### src/rtl/spi_seq_pkg.sv
// spi_seq_pkg: CoreSPI register map, status bits and sequencer state encoding.
// Revision: 1.0
`default_nettype none

package spi_seq_pkg;

  localparam logic [6:0] REG_CONTROL = 7'h00;
  localparam logic [6:0] REG_RXDATA  = 7'h08;
  localparam logic [6:0] REG_TXDATA  = 7'h0C;
  localparam logic [6:0] REG_STATUS  = 7'h24;
  localparam logic [6:0] REG_SSEL    = 7'h28;
  localparam logic [6:0] REG_CLKGEN  = 7'h30;

  localparam int          STATUS_RXEMPTY = 2;
  localparam logic [31:0] CONTROL_INIT   = 32'h0000_0003;
  localparam logic [8:0]  HDR_BYTES      = 9'd4;

  typedef enum logic [3:0] {
    ST_INIT_CLK  = 4'd0,
    ST_INIT_CTRL = 4'd1,
    ST_IDLE      = 4'd2,
    ST_SSEL_ON   = 4'd3,
    ST_TX_WR     = 4'd4,
    ST_POLL      = 4'd5,
    ST_RX_RD     = 4'd6,
    ST_OUT       = 4'd7,
    ST_SSEL_OFF  = 4'd8
  } state_t;

  // Command, then address MSB first, then dummy bytes that clock in read data.
  function automatic logic [7:0] tx_byte(input logic [8:0] idx, input logic [7:0] cmd,
                                         input logic [23:0] addr);
    case (idx)
      9'd0:    return cmd;
      9'd1:    return addr[23:16];
      9'd2:    return addr[15:8];
      9'd3:    return addr[7:0];
      default: return 8'h00;
    endcase
  endfunction

endpackage

`default_nettype wire

### src/rtl/apb_master_port.sv
// apb_master_port: single-access APB master (SETUP then ACCESS until pready).
// Revision: 1.0
`default_nettype none

module apb_master_port (
  input  logic        clk,
  input  logic        rst_n,
  input  logic        start,
  input  logic        write,
  input  logic [6:0]  addr,
  input  logic [31:0] wdata,
  output logic        done,
  output logic [31:0] rdata,
  output logic        slverr,
  output logic        busy,
  output logic        psel,
  output logic        penable,
  output logic        pwrite,
  output logic [6:0]  paddr,
  output logic [31:0] pwdata,
  input  logic [31:0] prdata,
  input  logic        pready,
  input  logic        pslverr
);

  always_ff @(posedge clk or negedge rst_n) begin
    if (!rst_n) begin
      psel    <= 1'b0;
      penable <= 1'b0;
      pwrite  <= 1'b0;
      paddr   <= '0;
      pwdata  <= '0;
    end else if (!psel) begin
      if (start) begin
        psel   <= 1'b1;
        pwrite <= write;
        paddr  <= addr;
        pwdata <= wdata;
      end
    end else if (!penable) begin
      penable <= 1'b1;
    end else if (pready) begin
      psel    <= 1'b0;
      penable <= 1'b0;
    end
  end

  // Completion is combinational so the caller can issue the next access after one idle cycle.
  assign done   = psel & penable & pready;
  assign rdata  = prdata;
  assign slverr = done & pslverr;
  assign busy   = psel;

endmodule

`default_nettype wire

### src/rtl/spi_flash_sequencer.sv
// spi_flash_sequencer: drives CoreSPI over APB to perform one flash read per request.
// Revision: 1.0
`default_nettype none

module spi_flash_sequencer
  import spi_seq_pkg::*;
#(
  parameter int CLKGEN_DIV = 4,
  parameter int POLL_LIMIT = 1023
) (
  input  logic        PCLK,
  input  logic        PRESETN,
  input  logic        req_valid,
  output logic        req_ready,
  input  logic [7:0]  req_cmd,
  input  logic [23:0] req_addr,
  input  logic [7:0]  req_len,
  output logic [7:0]  rd_data,
  output logic        rd_valid,
  input  logic        rd_ready,
  output logic        busy,
  output logic        done,
  output logic        err,
  output logic [6:0]  m_paddr,
  output logic        m_psel,
  output logic        m_penable,
  output logic        m_pwrite,
  output logic [31:0] m_pwdata,
  input  logic [31:0] m_prdata,
  input  logic        m_pready,
  input  logic        m_pslverr
);

  state_t      state, state_nx;
  logic [7:0]  cmd_q, len_q;
  logic [23:0] addr_q;
  logic [8:0]  idx;
  logic [15:0] poll_cnt;
  logic        err_flag;

  logic        access, apb_start, apb_write, apb_done, apb_slverr, apb_busy;
  logic [6:0]  apb_addr;
  logic [31:0] apb_wdata, apb_rdata;
  logic        rx_empty, last_byte, in_txn, timeout, abort;
  logic        unused_rdata_hi;

  apb_master_port u_apb (
    .clk     (PCLK),
    .rst_n   (PRESETN),
    .start   (apb_start),
    .write   (apb_write),
    .addr    (apb_addr),
    .wdata   (apb_wdata),
    .done    (apb_done),
    .rdata   (apb_rdata),
    .slverr  (apb_slverr),
    .busy    (apb_busy),
    .psel    (m_psel),
    .penable (m_penable),
    .pwrite  (m_pwrite),
    .paddr   (m_paddr),
    .pwdata  (m_pwdata),
    .prdata  (m_prdata),
    .pready  (m_pready),
    .pslverr (m_pslverr)
  );

  assign unused_rdata_hi = ^apb_rdata[31:8];
  assign rx_empty  = apb_rdata[STATUS_RXEMPTY];
  assign last_byte = (idx == ({1'b0, len_q} + HDR_BYTES));
  assign in_txn    = (state == ST_SSEL_ON) || (state == ST_TX_WR) ||
                     (state == ST_POLL)    || (state == ST_RX_RD);
  assign timeout   = (state == ST_POLL) && apb_done && !apb_slverr && rx_empty &&
                     (poll_cnt == 16'(POLL_LIMIT - 1));
  assign abort     = (in_txn && apb_slverr) || timeout;

  always_ff @(posedge PCLK or negedge PRESETN) begin
    if (!PRESETN) state <= ST_INIT_CLK;
    else          state <= state_nx;
  end

  always_comb begin
    state_nx = state;
    case (state)
      ST_INIT_CLK:  if (apb_done) state_nx = ST_INIT_CTRL;
      ST_INIT_CTRL: if (apb_done) state_nx = ST_IDLE;
      ST_IDLE:      if (req_valid) state_nx = ST_SSEL_ON;
      ST_SSEL_ON:   if (apb_done) state_nx = ST_TX_WR;
      ST_TX_WR:     if (apb_done) state_nx = ST_POLL;
      ST_POLL:      if (apb_done && !rx_empty) state_nx = ST_RX_RD;
      ST_RX_RD:     if (apb_done) state_nx = (idx < HDR_BYTES) ? ST_TX_WR : ST_OUT;
      ST_OUT:       if (rd_ready) state_nx = last_byte ? ST_SSEL_OFF : ST_TX_WR;
      ST_SSEL_OFF:  if (apb_done) state_nx = ST_IDLE;
      default:      state_nx = ST_INIT_CLK;
    endcase
    if (abort) state_nx = ST_SSEL_OFF;
  end

  always_comb begin
    req_ready = 1'b0;
    busy      = 1'b0;
    rd_valid  = 1'b0;
    access    = 1'b0;
    apb_write = 1'b1;
    apb_addr  = REG_CONTROL;
    apb_wdata = '0;
    case (state)
      ST_INIT_CLK:  begin access = 1'b1; apb_addr = REG_CLKGEN; apb_wdata = 32'(CLKGEN_DIV); end
      ST_INIT_CTRL: begin access = 1'b1; apb_addr = REG_CONTROL; apb_wdata = CONTROL_INIT; end
      ST_IDLE:      req_ready = 1'b1;
      ST_SSEL_ON:   begin busy = 1'b1; access = 1'b1; apb_addr = REG_SSEL; apb_wdata = 32'h1; end
      ST_TX_WR: begin
        busy      = 1'b1;
        access    = 1'b1;
        apb_addr  = REG_TXDATA;
        apb_wdata = {24'd0, tx_byte(idx, cmd_q, addr_q)};
      end
      ST_POLL:      begin busy = 1'b1; access = 1'b1; apb_write = 1'b0; apb_addr = REG_STATUS; end
      ST_RX_RD:     begin busy = 1'b1; access = 1'b1; apb_write = 1'b0; apb_addr = REG_RXDATA; end
      ST_OUT:       begin busy = 1'b1; rd_valid = 1'b1; end
      ST_SSEL_OFF:  begin busy = 1'b1; access = 1'b1; apb_addr = REG_SSEL; end
      default:      ;
    endcase
  end

  assign apb_start = access & ~apb_busy;

  always_ff @(posedge PCLK or negedge PRESETN) begin
    if (!PRESETN) begin
      cmd_q    <= '0;
      addr_q   <= '0;
      len_q    <= '0;
      idx      <= '0;
      poll_cnt <= '0;
      err_flag <= 1'b0;
      rd_data  <= '0;
      done     <= 1'b0;
      err      <= 1'b0;
    end else begin
      done <= 1'b0;
      err  <= 1'b0;
      if (state == ST_IDLE && req_valid) begin
        cmd_q    <= req_cmd;
        addr_q   <= req_addr;
        len_q    <= req_len;
        idx      <= '0;
        err_flag <= 1'b0;
      end
      if (state == ST_RX_RD && apb_done && !apb_slverr) begin
        if (idx < HDR_BYTES) idx <= idx + 9'd1;
        else                 rd_data <= apb_rdata[7:0];
      end
      if (state == ST_OUT && rd_ready && !last_byte) idx <= idx + 9'd1;
      if (state != ST_POLL)  poll_cnt <= '0;
      else if (apb_done)     poll_cnt <= poll_cnt + 16'd1;
      if (abort) err_flag <= 1'b1;
      if (state == ST_SSEL_OFF && apb_done) begin
        done <= 1'b1;
        err  <= err_flag | apb_slverr;
      end
    end
  end

endmodule

`default_nettype wire

### config.mk
export PLATFORM = sky130hd
export DESIGN_NAME = spi_flash_sequencer
export DESIGN_NICKNAME = d
export VERILOG_FILES = /design/src/rtl/spi_seq_pkg.sv /design/src/rtl/apb_master_port.sv /design/src/rtl/spi_flash_sequencer.sv
export SDC_FILE = /design/constraint.sdc
export NUM_CORES = 1
export LEC_CHECK = 0
export ABC_AREA = 1
export BUFFER_PORTS_ARGS = -buffer_cell sky130_fd_sc_hd__buf_2
export CAP_MARGIN = 15
export CELL_PAD_IN_SITES_DETAIL_PLACEMENT = 0
export CELL_PAD_IN_SITES_GLOBAL_PLACEMENT = 1
export CORE_ASPECT_RATIO = 1.75
export CORE_MARGIN = 8
export CORE_UTILIZATION = 44
export CTS_CLUSTER_SIZE = 16
export DETAILED_ROUTE_END_ITERATION = 8
export HOLD_SLACK_MARGIN = 0.1
export PLACE_DENSITY_LB_ADDON = 0.1
export RECOVER_POWER = 25
export REMOVE_ABC_BUFFERS = 1
export SETUP_SLACK_MARGIN = 0.5
export SYNTH_ARGS = -nofsm -noshare
export SYNTH_HDL_FRONTEND = slang
export SYNTH_HIERARCHICAL = 1
export SYNTH_SLANG_ARGS = --single-unit
### constraint.sdc
create_clock -name PCLK -period 2.5 [get_ports PCLK]
set_input_delay 0.75 -clock PCLK [delete_from_list [all_inputs] [get_ports PCLK]]
set_output_delay 0.75 -clock PCLK [all_outputs]
set_load 0.005 [all_outputs]
==> summary.txt <==
Finish
  • N_diodes: 0
  • Share of cells above drive strength 1: between 20% and 30%
  • Design area: between 7000 and 8000 um2
  • Area growth syn-to-layout: 25.0%
  • Final #Nets: ~1100
  • Layout Cells excl Fill: around 1200

Clock network
  • CTS Buf Count: 17
  • Clk_lat worst skew: 0.42 ns
  • CTS tree: built
  • H-tree depth: 4
  • Root buf cell: clkbuf_16
  • Worst-path clk slew: 0.06 ns
  • CTS Buffer Depth: 2
  • Clock sink count: 122
  • Hold Buf Count CTS: 0

Synthesis
  • Synthesis Warnings: 6
  • Syn avg cell area: 7.84 um2
  • Gate Count Post-Synth: 814
  • Synthesized area: about 6400 um2

GRT
  • Grt ovf: 0
  • Gr usage total: slightly below 20%
  • Pin count of the biggest net entering global routing: 68
  • First-pass GRT wire length: approximately 30 mm
  • Vias in the first global route: between 5000 and 6000
  • Initial antenna violation count: 0

Route
  • DRT Wirelength: approximately 17 mm
  • DRT Pass-1 Iters: 6
  • Vias/cell: about 4.8
  • Routed vias: 5612
  • # DRC: 0
  • Antenna Nets Post-Route: 0
  • Initial DRC count: between 150 and 200
  • DR WL/cell: 15.0 um

Placement
  • Number of port buffers: approximately 110
  • GPL Wtd Cong: 0.877
  • Dpl cell area: approximately 7100 um2
  • Placed Cells: about 1100
  • DP HPWL: between 10 and 15 mm

Setup path
  • Worst EP required: between 1.5 and 2 ns
  • Crit path launch type: flop
  • Worst R2R Start: state[1]
  • Worst setup path start: state[2]
  • Cells on worst reg2reg path: 11
  • R2R Setup Slk: approximately 0.50 ns
  • Critical Path Fanout Max: 3
  • Critical setup path kind: reg2out
  • Arrival time of the worst setup path: roughly 1.4 ns
  • R2R Path End: u_apb/pwdata[4]
  • Crit. End Element: output port

STA
  • Setup TNS: 0 ns
  • Setup violators final: 0
  • Worst-Margin Slew: between 1 and 1.5 ns
  • Clock Skew: roughly 0.0080 ns
  • Min cycle time layout: ~2.1 ns
  • Max-slew violations: 0
  • RSZ-0062 raised after global routing: yes
  • Tcrit/Tclk final: ~85%
  • Max Freq: roughly 470 MHz
  • Hold Vio Cnt, Final: 0
  • Relative slew slack: between 10% and 20%

Floorplan
  • Core footprint: between 10000 and 15000 um2
  • DIE WIDTH: roughly 110 um
  • Die Height: between 150 and 200 um
  • Initial core utilization: between 40 and 50%
  • Io pins: between 100 and 150
  • Site Rows: a little under 60
  • Die area: around 19000 um2

Power
  • Pwr/cell area: between 1000 and 1500 nW/um2
  • Peak VDD IR: roughly 570 uV
  • Static leakage: between 0.004 and 0.005 uW

Hold path
  • Min-Delay Path Class: in2async

Run status
  • Status: completed

Flow run
  • Max Cap Viol: 0
report_power, final:
group / internal, uW / total [uW] / switching, uW
clock network: 1500 / 2450 / 949
logic: 1370 / 3640 / 2270
registers: 2640 / 3060 / 421
total: 5510 / 9140 / 3640
placed cells by master, fill, tap and decap left out, types with 5 or more instances in the layout:
cell	n
ha_1	7
mux2_4	8
nor2_4	9
nand4_1	11
xor2_1	5
buf_4	31
o21ai_0	19
inv_2	5
dfrtp_1	118
buf_2	106
clkbuf_16	17
inv_1	58
nor2_1	40
nor2_2	6
nor3_1	8
nand2_1	345
nand3_1	79
a21oi_1	11
conb_1	27
nand2_4	6
worst max-delay path: stages, from the launching register on:
cell and delay (ns):
dfrtp_2 0.45, inv_4 0.10, nand2_4 0.08, inv_4 0.06, nand3_2 0.07, nand3_1 0.07
buf_2 0.14
worst max path at each step:
stage	end	slack (ns)	depth (start not counted)
finish	busy	0.37	6
CTS	busy	0.38	6
global route	addr_q[2]	0.32	2
global placement	poll_cnt[12]	0.33	12
floorplan	u_apb/paddr[2]	-1.06	8
detailed placement	poll_cnt[13]	0.24	8
metrics by stage:
stage | utilization [%] | hold WS, ns | worst slack [ns] | power, uW
after floorplan | - | 0.449 | -1.06 | 5040
after global routing | 55.8 | 0.300 | 0.321 | 9900
after detailed placement | 49.6 | 0.454 | 0.241 | 6320
after CTS | 55.1 | 0.153 | 0.382 | 9070
final | 55.8 | 0.261 | 0.372 | 9140
after global placement | 49.6 | 0.448 | 0.333 | 6230
registers in the layout, summed over array words and instances (netlist names):
signal         cells
u_apb/paddr        7
state              4
idx                9
addr_q            24
rd_data            8
err                1
u_apb/pwrite       1
u_apb/penable      1
done               1
len_q              8
u_apb/busy         1
cmd_q              8
err_flag           1
u_apb/pwdata      32
poll_cnt          16
cell type report:
type	instances	area, um2
Clock buffer	18	439
Clock inverter	13	145
Fill cell	1365	6320
Inverter	69	273
Multi-Input combinational cell	613	2990
Sequential cell	122	3060
Tap cell	180	225
Timing Repair Buffer	145	845
what timing repair did:
action                     in CTS  in global routing
pin swaps                       7                  5
setup buffers                  15                 12
setup endpoints to repair      13                 84
cloned                          1                  0
gates resized for setup        17                 11
layer usage:
layer	global-route usage [%]	wire (um)	up-vias	part of all wire, %
met4	6.43	308	0	1.8
met2	36.5	9620	151	55
li1	-	-	2850	-
met5	0	0	-	0
met3	4.37	841	24	4.8
met1	21.1	6680	2587	38
Power figures use the tool's default switching activity.
